File: src/rtl/mux_sel_ctrl_if.sv
// mux_sel_ctrl_if
//   Groups the board-level pins of the select controller into one bundle.
//   The bench side (master) drives the keys and switches. The controller
//   side (slave) drives the mux outputs and the status LEDs.
//   KEY  [3:0] : KEY[0] async active-low reset, KEY[1] toggle, KEY[2] mode
//   SW   [9:0] : SW[0] data x, SW[1] data y
//   mux_s      : registered select (0 = x, 1 = y)
//   mux_x/y    : registered data
//   LEDR [9:0] : {mux_s, auto, 6'b0, mux_y, mux_x}
interface mux_sel_ctrl_if;
  logic [3:0] KEY;
  logic [9:0] SW;
  logic       mux_s;
  logic       mux_x;
  logic       mux_y;
  logic [9:0] LEDR;

  modport master (output KEY, output SW,
                  input  mux_s, input mux_x, input mux_y, input LEDR);
  modport slave  (input  KEY, input  SW,
                  output mux_s, output mux_x, output mux_y, output LEDR);
endinterface

File: src/rtl/mux_sel_ctrl.sv
// mux_sel_ctrl
//   Drives the select, x and y inputs of a downstream 2:1 mux from the board
//   keys and switches. In manual mode, the toggle button flips the select.
//   In auto mode, the select flips every AUTO_PERIOD cycles. The mode button
//   switches between the two modes.
//   Build option: define MUX_SEL_AUTO_EN to include auto mode, the period
//   counter and the KEY[2] path. Without it, KEY[2] is ignored and LEDR[8]
//   reads 0.
// Ports
//   CLOCK_50 : system clock, rising edge
//   bus      : mux_sel_ctrl_if.slave (KEY[0] is the async active-low reset)
// Parameters
//   DEBOUNCE_CYCLES : stable cycles needed to accept a button change (>= 2)
//   AUTO_PERIOD     : cycles between select toggles in auto mode (>= 2)
module mux_sel_ctrl #(
  parameter int DEBOUNCE_CYCLES = 500000,
  parameter int AUTO_PERIOD     = 25000000
) (
  input logic           CLOCK_50,
  mux_sel_ctrl_if.slave bus
);

  localparam int DW = $clog2(DEBOUNCE_CYCLES);
`ifdef MUX_SEL_AUTO_EN
  localparam int NB = 2;
  localparam int PW = $clog2(AUTO_PERIOD);
`else
  localparam int NB = 1;
`endif

`ifdef MUX_SEL_AUTO_EN
  typedef enum logic [1:0] {
    MAN_S0  = 2'b00,
    MAN_S1  = 2'b01,
    AUTO_S0 = 2'b10,
    AUTO_S1 = 2'b11
  } state_t;
`else
  typedef enum logic [1:0] {
    MAN_S0 = 2'b00,
    MAN_S1 = 2'b01
  } state_t;
`endif

  logic          rst_n;
  logic [NB-1:0] btn_pin;
  logic [NB-1:0] btn_s1, btn_s2;
  logic [NB-1:0] btn_lvl, btn_lvl_d;
  logic [NB-1:0] btn_armed;
  logic [NB-1:0] btn_press;
  logic [DW-1:0] btn_cnt [NB];
  logic [1:0]    sync_ready;
  logic [1:0]    sw_s1, sw_s2;
  logic          mux_x_q, mux_y_q;
  logic          tog_press;
  logic          auto_flag;
  logic          mux_s_int;
  logic          unused_pins;
  state_t        state_q, state_d;

  assign rst_n      = bus.KEY[0];
  assign btn_pin[0] = bus.KEY[1];
  assign tog_press  = btn_press[0];

`ifdef MUX_SEL_AUTO_EN
  logic          mode_press;
  logic [PW-1:0] period_q, period_d;
  assign btn_pin[1]  = bus.KEY[2];
  assign mode_press  = btn_press[1];
  assign unused_pins = ^{bus.KEY[3], bus.SW[9:2]};
`else
  assign unused_pins = ^{bus.KEY[3:2], bus.SW[9:2]};
`endif

  // sync_ready marks when btn_s2 first carries a sampled pin value rather
  // than the reset value. A button becomes armed only after it has been
  // seen released. As a result, a button held down through reset produces
  // no press until it is released and pressed again.
  always_ff @(posedge CLOCK_50 or negedge rst_n) begin
    if (!rst_n) begin
      btn_s1     <= '1;
      btn_s2     <= '1;
      btn_lvl    <= '1;
      btn_lvl_d  <= '1;
      btn_armed  <= '0;
      sync_ready <= '0;
      for (int i = 0; i < NB; i++) btn_cnt[i] <= '0;
    end else begin
      btn_s1     <= btn_pin;
      btn_s2     <= btn_s1;
      btn_lvl_d  <= btn_lvl;
      sync_ready <= {sync_ready[0], 1'b1};
      for (int i = 0; i < NB; i++) begin
        if (sync_ready[1] && btn_s2[i]) btn_armed[i] <= 1'b1;
        if (btn_s2[i] == btn_lvl[i]) begin
          btn_cnt[i] <= '0;
        end else if (btn_cnt[i] == DW'(DEBOUNCE_CYCLES - 1)) begin
          btn_lvl[i] <= btn_s2[i];
          btn_cnt[i] <= '0;
        end else begin
          btn_cnt[i] <= btn_cnt[i] + 1'b1;
        end
      end
    end
  end

  // A press is the accepted level falling from 1 to 0. Releases are ignored.
  assign btn_press = btn_armed & btn_lvl_d & ~btn_lvl;

  // The data switches need no debouncing. They pass through two sync flops
  // and one output register.
  always_ff @(posedge CLOCK_50 or negedge rst_n) begin
    if (!rst_n) begin
      sw_s1   <= '0;
      sw_s2   <= '0;
      mux_x_q <= 1'b0;
      mux_y_q <= 1'b0;
    end else begin
      sw_s1   <= bus.SW[1:0];
      sw_s2   <= sw_s1;
      mux_x_q <= sw_s2[0];
      mux_y_q <= sw_s2[1];
    end
  end

  // State register. The period counter lives with the state so that it is
  // cleared on every entry to auto mode.
  always_ff @(posedge CLOCK_50 or negedge rst_n) begin
    if (!rst_n) begin
      state_q  <= MAN_S0;
`ifdef MUX_SEL_AUTO_EN
      period_q <= '0;
`endif
    end else begin
      state_q  <= state_d;
`ifdef MUX_SEL_AUTO_EN
      period_q <= period_d;
`endif
    end
  end

  // Next-state logic. A mode press takes priority over both a toggle press
  // and the auto terminal count. The period counter defaults to 0, which
  // covers entry to auto, wrap-around and all manual states.
  always_comb begin
    state_d  = state_q;
`ifdef MUX_SEL_AUTO_EN
    period_d = '0;
    case (state_q)
      MAN_S0:  if (mode_press) state_d = AUTO_S0;
               else if (tog_press) state_d = MAN_S1;
      MAN_S1:  if (mode_press) state_d = AUTO_S1;
               else if (tog_press) state_d = MAN_S0;
      AUTO_S0: if (mode_press) state_d = MAN_S0;
               else if (period_q == PW'(AUTO_PERIOD - 1)) state_d = AUTO_S1;
               else period_d = period_q + 1'b1;
      AUTO_S1: if (mode_press) state_d = MAN_S1;
               else if (period_q == PW'(AUTO_PERIOD - 1)) state_d = AUTO_S0;
               else period_d = period_q + 1'b1;
      default: state_d = MAN_S0;
    endcase
`else
    case (state_q)
      MAN_S0:  if (tog_press) state_d = MAN_S1;
      MAN_S1:  if (tog_press) state_d = MAN_S0;
      default: state_d = MAN_S0;
    endcase
`endif
  end

`ifdef MUX_SEL_AUTO_EN
  assign mux_s_int = (state_q == MAN_S1) || (state_q == AUTO_S1);
  assign auto_flag = (state_q == AUTO_S0) || (state_q == AUTO_S1);
`else
  assign mux_s_int = (state_q == MAN_S1);
  assign auto_flag = 1'b0;
`endif

  assign bus.mux_s = mux_s_int;
  assign bus.mux_x = mux_x_q;
  assign bus.mux_y = mux_y_q;
  assign bus.LEDR  = {mux_s_int, auto_flag, 6'b000000, mux_y_q, mux_x_q};

endmodule

File: src/flat_wrapper.sv
// flat-port wrapper written by rule: the top's interface ports become plain ports
module mux_sel_ctrl_flat 
#(
  parameter int DEBOUNCE_CYCLES = 500000,
  parameter int AUTO_PERIOD     = 25000000
)
  (CLOCK_50, bus_KEY, bus_SW, bus_mux_s, bus_mux_x, bus_mux_y, bus_LEDR);
  mux_sel_ctrl_if bus_i ();
  input logic CLOCK_50;
  input wire logic [$bits(bus_i.KEY)-1:0] bus_KEY;
  input wire logic [$bits(bus_i.SW)-1:0] bus_SW;
  output wire logic [$bits(bus_i.mux_s)-1:0] bus_mux_s;
  output wire logic [$bits(bus_i.mux_x)-1:0] bus_mux_x;
  output wire logic [$bits(bus_i.mux_y)-1:0] bus_mux_y;
  output wire logic [$bits(bus_i.LEDR)-1:0] bus_LEDR;
  assign bus_i.KEY = bus_KEY;
  assign bus_i.SW = bus_SW;
  assign bus_mux_s = bus_i.mux_s;
  assign bus_mux_x = bus_i.mux_x;
  assign bus_mux_y = bus_i.mux_y;
  assign bus_LEDR = bus_i.LEDR;
  mux_sel_ctrl #(.DEBOUNCE_CYCLES(DEBOUNCE_CYCLES), .AUTO_PERIOD(AUTO_PERIOD)) u_core (.CLOCK_50(CLOCK_50), .bus(bus_i));
endmodule
File: config.mk
export PLATFORM = sky130hd
export DESIGN_NAME = mux_sel_ctrl_flat
export DESIGN_NICKNAME = d
export VERILOG_FILES = /design/src/rtl/mux_sel_ctrl_if.sv /design/src/rtl/mux_sel_ctrl.sv /design/src/flat_wrapper.sv
export SDC_FILE = /design/constraint.sdc
export NUM_CORES = 1
export LEC_CHECK = 0
export ABC_AREA = 0
export BUFFER_PORTS_ARGS = -buffer_cell sky130_fd_sc_hd__clkbuf_2
export CORE_MARGIN = 2
export CORE_UTILIZATION = 50
export CTS_BUF_LIST = sky130_fd_sc_hd__clkbuf_4 sky130_fd_sc_hd__clkbuf_8
export DETAILED_ROUTE_END_ITERATION = 7
export PLACE_DENSITY = 0.73
export SYNTH_ARGS = -nofsm -noshare
export SYNTH_HDL_FRONTEND = slang
export SYNTH_SLANG_ARGS = --single-unit
export TNS_END_PERCENT = 5
File: constraint.sdc
create_clock -name CLOCK_50 -period 2.32 [get_ports CLOCK_50]
set_clock_uncertainty 0.05 [all_clocks]
set_input_delay 0.348 -clock CLOCK_50 [delete_from_list [all_inputs] [get_ports CLOCK_50]]
set_output_delay 0.348 -clock CLOCK_50 [all_outputs]
set_load 0.02 [all_outputs]
# Word level (Yosys, flattened, before mapping)
# Cells that the tools add are included.
# Widths: inputs -> output; s select.
# word_totals
out_inout_bits	13
reg_bits	34
in_bits	15
wordCells	31
# classes
bitwise	4
reduce_logical	4
mux	5
eq_ne	5
addsub	1
# op_table
operator	n
$mux 19	2
$add 19x1->19 const B	1
$eq 19x19->1 const B	1
$mux 2	2
$ne 2x1->1 const B	2
$pmux 2 s2	1
$reduce_and 2->1	2
$and 1x1->1	2
$eq 2x1->1 const B	1
$logic_not 2->1	1
$not 1->1	2
$eq 1x1->1	1
$logic_and 1x1->1	1

# Longest topological paths before layout
# Gate-level depths: netlist (run 1).
# depth
depth_word	4
mapped_depth	6
mapped_depth_nobuf	5

# Least setup slack after synthesis (run 1)
# No wires, ideal clock.
# synth_path
kind	flip-flop to flip-flop
from	register u_core.btn_cnt[2] (netlist bit)
to	register u_core.btn_cnt[17] (netlist bit)
arrival_ns	1.761
slack_ns	0.428
path_buffers	1
path_stages_with_launch	6
path_cell_list	dfrtp_1 -> nand3_2 -> or4_1 -> buf_2 -> or4_1 -> a21oi_1
# synth_between
elab_chain_cells	3
# synth_lines
item	line_no	text
start: declaration	mux_sel_ctrl.sv:51	logic [DW-1:0] btn_cnt [NB];
start signal: indexed assignment	mux_sel_ctrl.sv:101	btn_cnt[i] <= btn_cnt[i] + 1'b1;
$add 19x1->19 or $eq 19x19->1 (tied branches)	mux_sel_ctrl.sv:101, mux_sel_ctrl.sv:97	
$mux 19 (*)	mux_sel_ctrl.sv:97	end else if (btn_cnt[i] == DW'(DEBOUNCE_CYCLES - 1)) begin
$mux 19 (*)	mux_sel_ctrl.sv:95	if (btn_s2[i] == btn_lvl[i]) begin
# Mark *: on every way between the ends. The rest lies on a longest branch, timed or not.
# A chain may end at the register's enable or synchronous reset.

# Final worst setup path (run 1)
# Same ends and word-level chain as after synthesis.

==> impl_results.rst, run 1 <==
.. list-table::
   :header-rows: 1

   * - Metric
     - Value
   * - Gr usage total
     - 15.84%
   * - Top-level I/O count
     - 28
   * - PnR Total Power
     - 947.2 uW
   * - Library cell occupying the most area in the post-synthesis netlist
     - dfrtp_1
   * - Number of global-route vias before repair
     - 899
   * - Fraction of the yosys area taken by sequential cells
     - 57.99%
   * - H-tree depth reported by CTS
     - 2
   * - Normalized max-slew margin
     - 47.96%
   * - Worst setup slack after placement
     - 0.2818 ns
   * - Number of buffers added for setup after CTS
     - 0
   * - Hold_buf cts
     - 0
   * - Number of diodes
     - 0
   * - Port bufs
     - 10
   * - Required time of the worst setup path
     - 2.53 ns
   * - Y dimension of the die
     - 57.53 um
   * - Core ar.
     - 2734 um^2
   * - Source-to-sink clock delay at the later pin of the worst-skew pair
     - 0.33 ns
   * - Count of non-filler cells in the finished layout
     - 177
   * - Max-slew violation total from the final report
     - 0
   * - Total standard cell area after synthesis
     - 1433 um^2
   * - Share of flip-flops with an asynchronous set or reset
     - 100.0%
   * - Most common flop cell mapped by yosys
     - dfrtp_1
   * - Run status
     - complete, no violations
   * - Commonest non-fill, non-tap cells in the layout
     - dfrtp_1 (29), nor2_1 (19), clkbuf_2 (10), nand2_1 (9), xnor2_1 (9)
   * - Number of endpoints with negative hold slack in the final report
     - 0
   * - Kind of start point of the critical path
     - register
   * - Clock tree from TritonCTS
     - built
   * - Number of library cell types mapped by synthesis
     - 30
   * - Area post-placement
     - 1468 um^2
   * - Leakage power figure
     - 0.0006539 uW
   * - Number of warnings issued by yosys
     - 0
   * - Setup crit end kind
     - register
   * - Placed wire-length estimate
     - 1.662 mm
   * - Buffer depth of the longest clock path
     - 2
   * - Class of the worst hold path
     - in2async
   * - Setup repair after global routing missed its margin
     - no
   * - Worst Tran Pin Value
     - 0.7806 ns
   * - R2R depth
     - 4
   * - Yosys top cell area share
     - 50.66%
   * - Count of instances resized after the clock tree is built
     - 0
   * - Nets
     - 161
   * - IR drop worst, VDD
     - 0.4923 mV
   * - Final critical delay including setup and external delays
     - 2.057 ns
   * - Synthesized netlist cell count
     - 133
   * - Antenna violations before repair
     - 0
   * - Die area
     - 3310 um^2
   * - Largest net degree at the start of global routing
     - 34
   * - Setup slack of the critical path after layout
     - 0.2635 ns
   * - Number of violations of the max-capacitance limit
     - 0
   * - Total clock sinks
     - 33
   * - Buffer cell driving the clock tree root
     - clkbuf_4
   * - Top cells by area, synth
     - dfrtp_1 (51%), dfstp_2 (7.3%), xnor2_1 (5.5%)
   * - Power per cell area
     - 622.0 nW/um^2
   * - Clock buffer count from CTS
     - 5
   * - Width of the die
     - 57.53 um
   * - Timing-limited maximum frequency
     - 486.3 MHz
   * - Initial DRT Pass Iterations
     - 4
   * - Summed area of non-filler cells in the final layout
     - 1523 um^2
   * - CP Class
     - reg2reg
   * - Vias/cell
     - 5.373
   * - Share of cells above drive strength 1
     - 19.18%
   * - Inst Count DP
     - 169
   * - Critical Path AT
     - 2.27 ns
   * - FILL cells
     - 238
   * - Max Fanout on Critical Path
     - 7
   * - Total congestion overflow after global routing
     - 0
   * - Synthesized area per cell
     - 10.77 um^2
   * - Number of synthesized register bits
     - 33
   * - First-pass GRT wire length
     - 3.843 mm
   * - Final setup violation count
     - 0
   * - DRC violation count after routing
     - 0
   * - Aggregate routed wire length
     - 2.223 mm
   * - Final period util
     - 88.64%
   * - Number of synthesized flops with an enable pin
     - 0
   * - Area added between synthesis and finish
     - 6.288%
   * - Number of DRC markers in iteration 0
     - 20
   * - Post-route setup TNS
     - 0 ns
   * - Row cnt
     - 19
   * - Most frequent standard cell in the layout excluding fill and tap cells
     - dfrtp_1
   * - Overall via count from detail_route
     - 951
   * - Number of routed nets with antenna violations
     - 0
   * - Starting Density
     - 52.40%
   * - Global placement routability congestion
     - 0.8426
   * - Clock edge transition at the registers on the reported setup and hold paths
     - 0.09 ns
   * - Detail-routed net length per standard cell
     - 12.56 um
[cells in the mapped netlist (4+ instances only)]
cell	instances
buf_4	10
inv_1	4
xnor2_1	9
nand2_1	9
nand4_1	4
nor2_1	19
nand3_1	4
xor2_1	5
nor4_1	4
a21oi_1	5
dfrtp_1	29
dfstp_2	4
[per-layer routing]
metal,part of all wire (%),GRT usage (%),routed length (um),vias up
met4,2.2,5.980,50,0
met5,0,0,0,-
met1,42,18.54,936,470
li1,-,-,-,460
met3,4.4,6.803,97,6
met2,51,25.81,1138,15
[worst max-delay path, stage by stage (launching register included)]
cell and delay [ns]:
dfrtp_1 0.46, nand3_2 0.13, or4_1 0.68, or4_1 0.51, a21oi_1 0.15
[state kept, by name, summed over array words and instances (netlist names)]
| name | count |
|---|---|
| u_core.btn_s1 | 1 |
| u_core.btn_s2 | 1 |
| u_core.btn_cnt | 19 |
| u_core.btn_lvl | 1 |
| u_core.sw_s1 | 2 |
| u_core.bus.mux_y | 1 |
| u_core.btn_armed | 1 |
| u_core.sync_ready | 2 |
| u_core.sw_s2 | 2 |
| u_core.btn_lvl_d | 1 |
| u_core.state_q | 1 |
| u_core.bus.mux_x | 1 |
[cell families (layout without fill, tap and decap cells)]
kind of cell    count (synthesis)  in the layout  share of synthesized area (%)
buf+inv                        16             23                          6.899
xor+xnor                       14             14                          8.559
flops                          33             33                          57.99
simple gates                   54             54                          19.39
compound gates                 12             12                          4.978
fa+ha+maj                       1              1                         0.8732
mux                             1              1                         0.7860
other cells                     2              8                         0.5242
[per-stage QoR]
stage	util, %	hold slack, ns
after floorplan	-	0.002409
after global routing	55.70	0.01221
after global placement	53.68	0.2817
after detailed placement	53.68	0.2847
final	55.70	0.03256
after CTS	55.70	0.02467
[power by group]
group	total, uW	internal [uW]	switching (uW)
Combinational	47.4	10.5	36.9
Clock	302	127	176
Sequential	597	589	8.08
[final cells by class]
class / instances / area (um^2) / area share (%)
flip-flops and latches: 33 / 830.8 / 54.56
clock buffers: 6 / 45.04 / 2.958
multi-input cells: 90 / 525.5 / 34.51
inverters: 4 / 15.01 / 0.9860
repair buffers: 11 / 57.56 / 3.780
clock inverters: 2 / 10.01 / 0.6574
well taps: 31 / 38.79 / 2.547
[worst paths after layout]
kind,from,to,slack [ns]
worst max-delay path,u_core.btn_cnt[2],u_core.btn_cnt[17],0.26
worst min-delay path,bus_KEY[0],u_core.btn_cnt[7],0.03
worst max register to register,u_core.btn_cnt[2],u_core.btn_cnt[17],0.26
worst min register to register,u_core.sw_s1[0],u_core.sw_s2[0],0.30
max in group asynchronous,bus_KEY[0],u_core.btn_cnt[13],1.70
min in group CLOCK_50,bus_KEY[1],u_core.btn_s1,0.04
No activity file was read; power rests on OpenSTA's default activity.
==> inputs of run 2 (changes only) <==
==> constraint.sdc (replaced) <==
create_clock -name CLOCK_50 -period 2.1 [get_ports CLOCK_50]
set_clock_uncertainty 0.05 [all_clocks]
set_input_delay 0.315 -clock CLOCK_50 [delete_from_list [all_inputs] [get_ports CLOCK_50]]
set_output_delay 0.315 -clock CLOCK_50 [all_outputs]
set_load 0.02 [all_outputs]
==> impl_results.rst, run 2 (synthesis gave the netlist of run 1 again) <==
.. list-table::
   :header-rows: 1

   * - Metric
     - Value
   * - Placed wire-length estimate
     - 1.607 mm
   * - Reported net switching power
     - 246.1 uW
   * - Internal power
     - 859.1 uW
   * - Post-route setup TNS
     - 0 ns
   * - Die area
     - 3310 um^2
   * - Switching fraction of total power
     - 22.27%
   * - Most frequent standard cell in the layout excluding fill and tap cells
     - dfrtp_1
   * - Worst Tran Pin Value
     - 0.7873 ns
   * - Final setup violation count
     - 0
   * - Port bufs
     - 10
   * - Max Fanout on Critical Path
     - 7
   * - Global placement routability congestion
     - 0.8398
   * - Detail-routed net length per standard cell
     - 12.29 um
   * - Critical Path AT
     - 2.15 ns
   * - Number of DRC markers in iteration 0
     - 22
   * - Number of violations of the max-capacitance limit
     - 0
   * - CP Class
     - reg2reg
   * - Clock edge transition at the registers on the reported setup and hold paths
     - 0.10 ns
   * - Total congestion overflow after global routing
     - 0
   * - Area post-placement
     - 1490 um^2
   * - Part of the total power dissipated in combinational logic
     - 5.2%
   * - Worst setup slack after placement
     - 0.09623 ns
   * - Timing-limited maximum frequency
     - 515.6 MHz
   * - Starting Density
     - 52.40%
   * - Area added between synthesis and finish
     - 9.869%
   * - Clock tree from TritonCTS
     - built
   * - Number of routed nets with antenna violations
     - 0
   * - Buffer depth of the longest clock path
     - 2
   * - Commonest non-fill, non-tap cells in the layout
     - dfrtp_1 (29), nor2_1 (19), clkbuf_2 (10), nand2_1 (9), xnor2_1 (9)
   * - Gr usage total
     - 15.41%
   * - Max-slew violation total from the final report
     - 0
   * - H-tree depth reported by CTS
     - 2
   * - Width of the die
     - 57.53 um
   * - Part of the total power dissipated in sequential elements
     - 59.6%
   * - Clock buffer count from CTS
     - 5
   * - Kind of start point of the critical path
     - register
   * - Required time of the worst setup path
     - 2.31 ns
   * - Nets
     - 165
   * - Class of the worst hold path
     - in2async
   * - Final period util
     - 92.36%
   * - Buffer cell driving the clock tree root
     - clkbuf_4
   * - Vias/cell
     - 5.304
   * - Normalized max-slew margin
     - 47.52%
   * - Number of global-route vias before repair
     - 898
   * - Power per cell area
     - 702.2 nW/um^2
   * - Largest net degree at the start of global routing
     - 34
   * - Setup crit end kind
     - register
   * - Y dimension of the die
     - 57.53 um
   * - Initial DRT Pass Iterations
     - 7
   * - Overall via count from detail_route
     - 960
   * - Final critical delay including setup and external delays
     - 1.939 ns
   * - Run status
     - complete, no violations
   * - Top-level I/O count
     - 28
   * - Core ar.
     - 2734 um^2
   * - Total clock sinks
     - 33
   * - Summed area of non-filler cells in the final layout
     - 1574 um^2
   * - Number of buffers added for setup after CTS
     - 0
   * - Setup repair after global routing missed its margin
     - no
   * - Antenna violations before repair
     - 0
   * - Number of diodes
     - 0
   * - Number of endpoints with negative hold slack in the final report
     - 0
   * - Inst Count DP
     - 172
   * - Share of cells above drive strength 1
     - 21.33%
   * - Share of power burned in the clock network
     - 35.2%
   * - Largest register by flop count
     - u_core.btn_cnt
   * - IR drop worst, VDD
     - 0.6482 mV
   * - DRC violation count after routing
     - 0
   * - Source-to-sink clock delay at the later pin of the worst-skew pair
     - 0.33 ns
   * - Leakage power figure
     - 0.0006792 uW
   * - Largest register FFs
     - 19
   * - Setup slack of the critical path after layout
     - 0.1605 ns
   * - Count of non-filler cells in the finished layout
     - 181
   * - First-pass GRT wire length
     - 3.698 mm
   * - Row cnt
     - 19
   * - Aggregate routed wire length
     - 2.224 mm
[run 2: worst max-delay path, cell delays in order (launching register included)]
cell and delay (ns):
dfrtp_1 0.44, nand3_2 0.14, or4_4 0.61, or4_1 0.49, a21oi_1 0.15
[run 2: timing repair]
item / CTS / global route
hold buffers: 1 / 0
endpoints found under the hold margin: 1 / 0
gates resized for setup: 0 / 1
setup endpoints to repair: 0 / 1
[run 2: worst paths after layout]
kind / startpoint / endpoint / slack (ns) / cells after the start
worst max-delay path: u_core.btn_cnt[3] / u_core.btn_cnt[17] / 0.16 / 4
max in group asynchronous: bus_KEY[0] / u_core.btn_cnt[13] / 1.50 / 1
worst min-delay path: bus_KEY[0] / u_core.btn_cnt[8] / 0.005 / 1
min in group CLOCK_50: bus_SW[1] / u_core.sw_s1[1] / 0.04 / 1
worst min register to register: u_core.sync_ready[0] / u_core.sync_ready[1] / 0.30 / 0
worst max register to register: u_core.btn_cnt[3] / u_core.btn_cnt[17] / 0.16 / 4
[run 2: layer usage]
| metal | GRT usage [%] | routed length (um) | up-vias |
|---|---|---|---|
| met5 | 0 | 0 | - |
| met4 | 6.977 | 45 | 0 |
| met3 | 7.483 | 117 | 4 |
| met2 | 25.81 | 1098 | 26 |
| met1 | 16.32 | 962 | 463 |
| li1 | - | - | 467 |
[run 2: final cells by class]
| class | count | area [um^2] |
|---|---|---|
| clock buffers | 7 | 65.06 |
| repair buffers | 15 | 90.09 |
| fillers | 227 | 1160 |
| well taps | 31 | 38.79 |
| clock inverters | 1 | 5.005 |
| flip-flops and latches | 33 | 830.8 |
| inverters | 4 | 15.01 |
| multi-input cells | 90 | 529.3 |
[run 2: power groups by stage]
stage	registers, uW	clock network, uW	logic (uW)
6_report	658	390	57.2
5_1_grt	661	432	64.0
4_1_cts	659	405	58.5
3_5_place_dp	671	0	56.9
3_3_place_gp	670	0	54.7
2_1_floorplan	673	0	39.9
[run 2: per-stage QoR]
stage          hold WS (ns)  util (%)  power, uW
3_3_place_gp         0.2817     54.51      724.5
3_5_place_dp         0.2847     54.51      728.0
5_1_grt             0.01296     57.57       1157
6_report           0.004643     57.57       1105
4_1_cts             0.01731     57.44       1122
2_1_floorplan      -0.03059         -      712.9
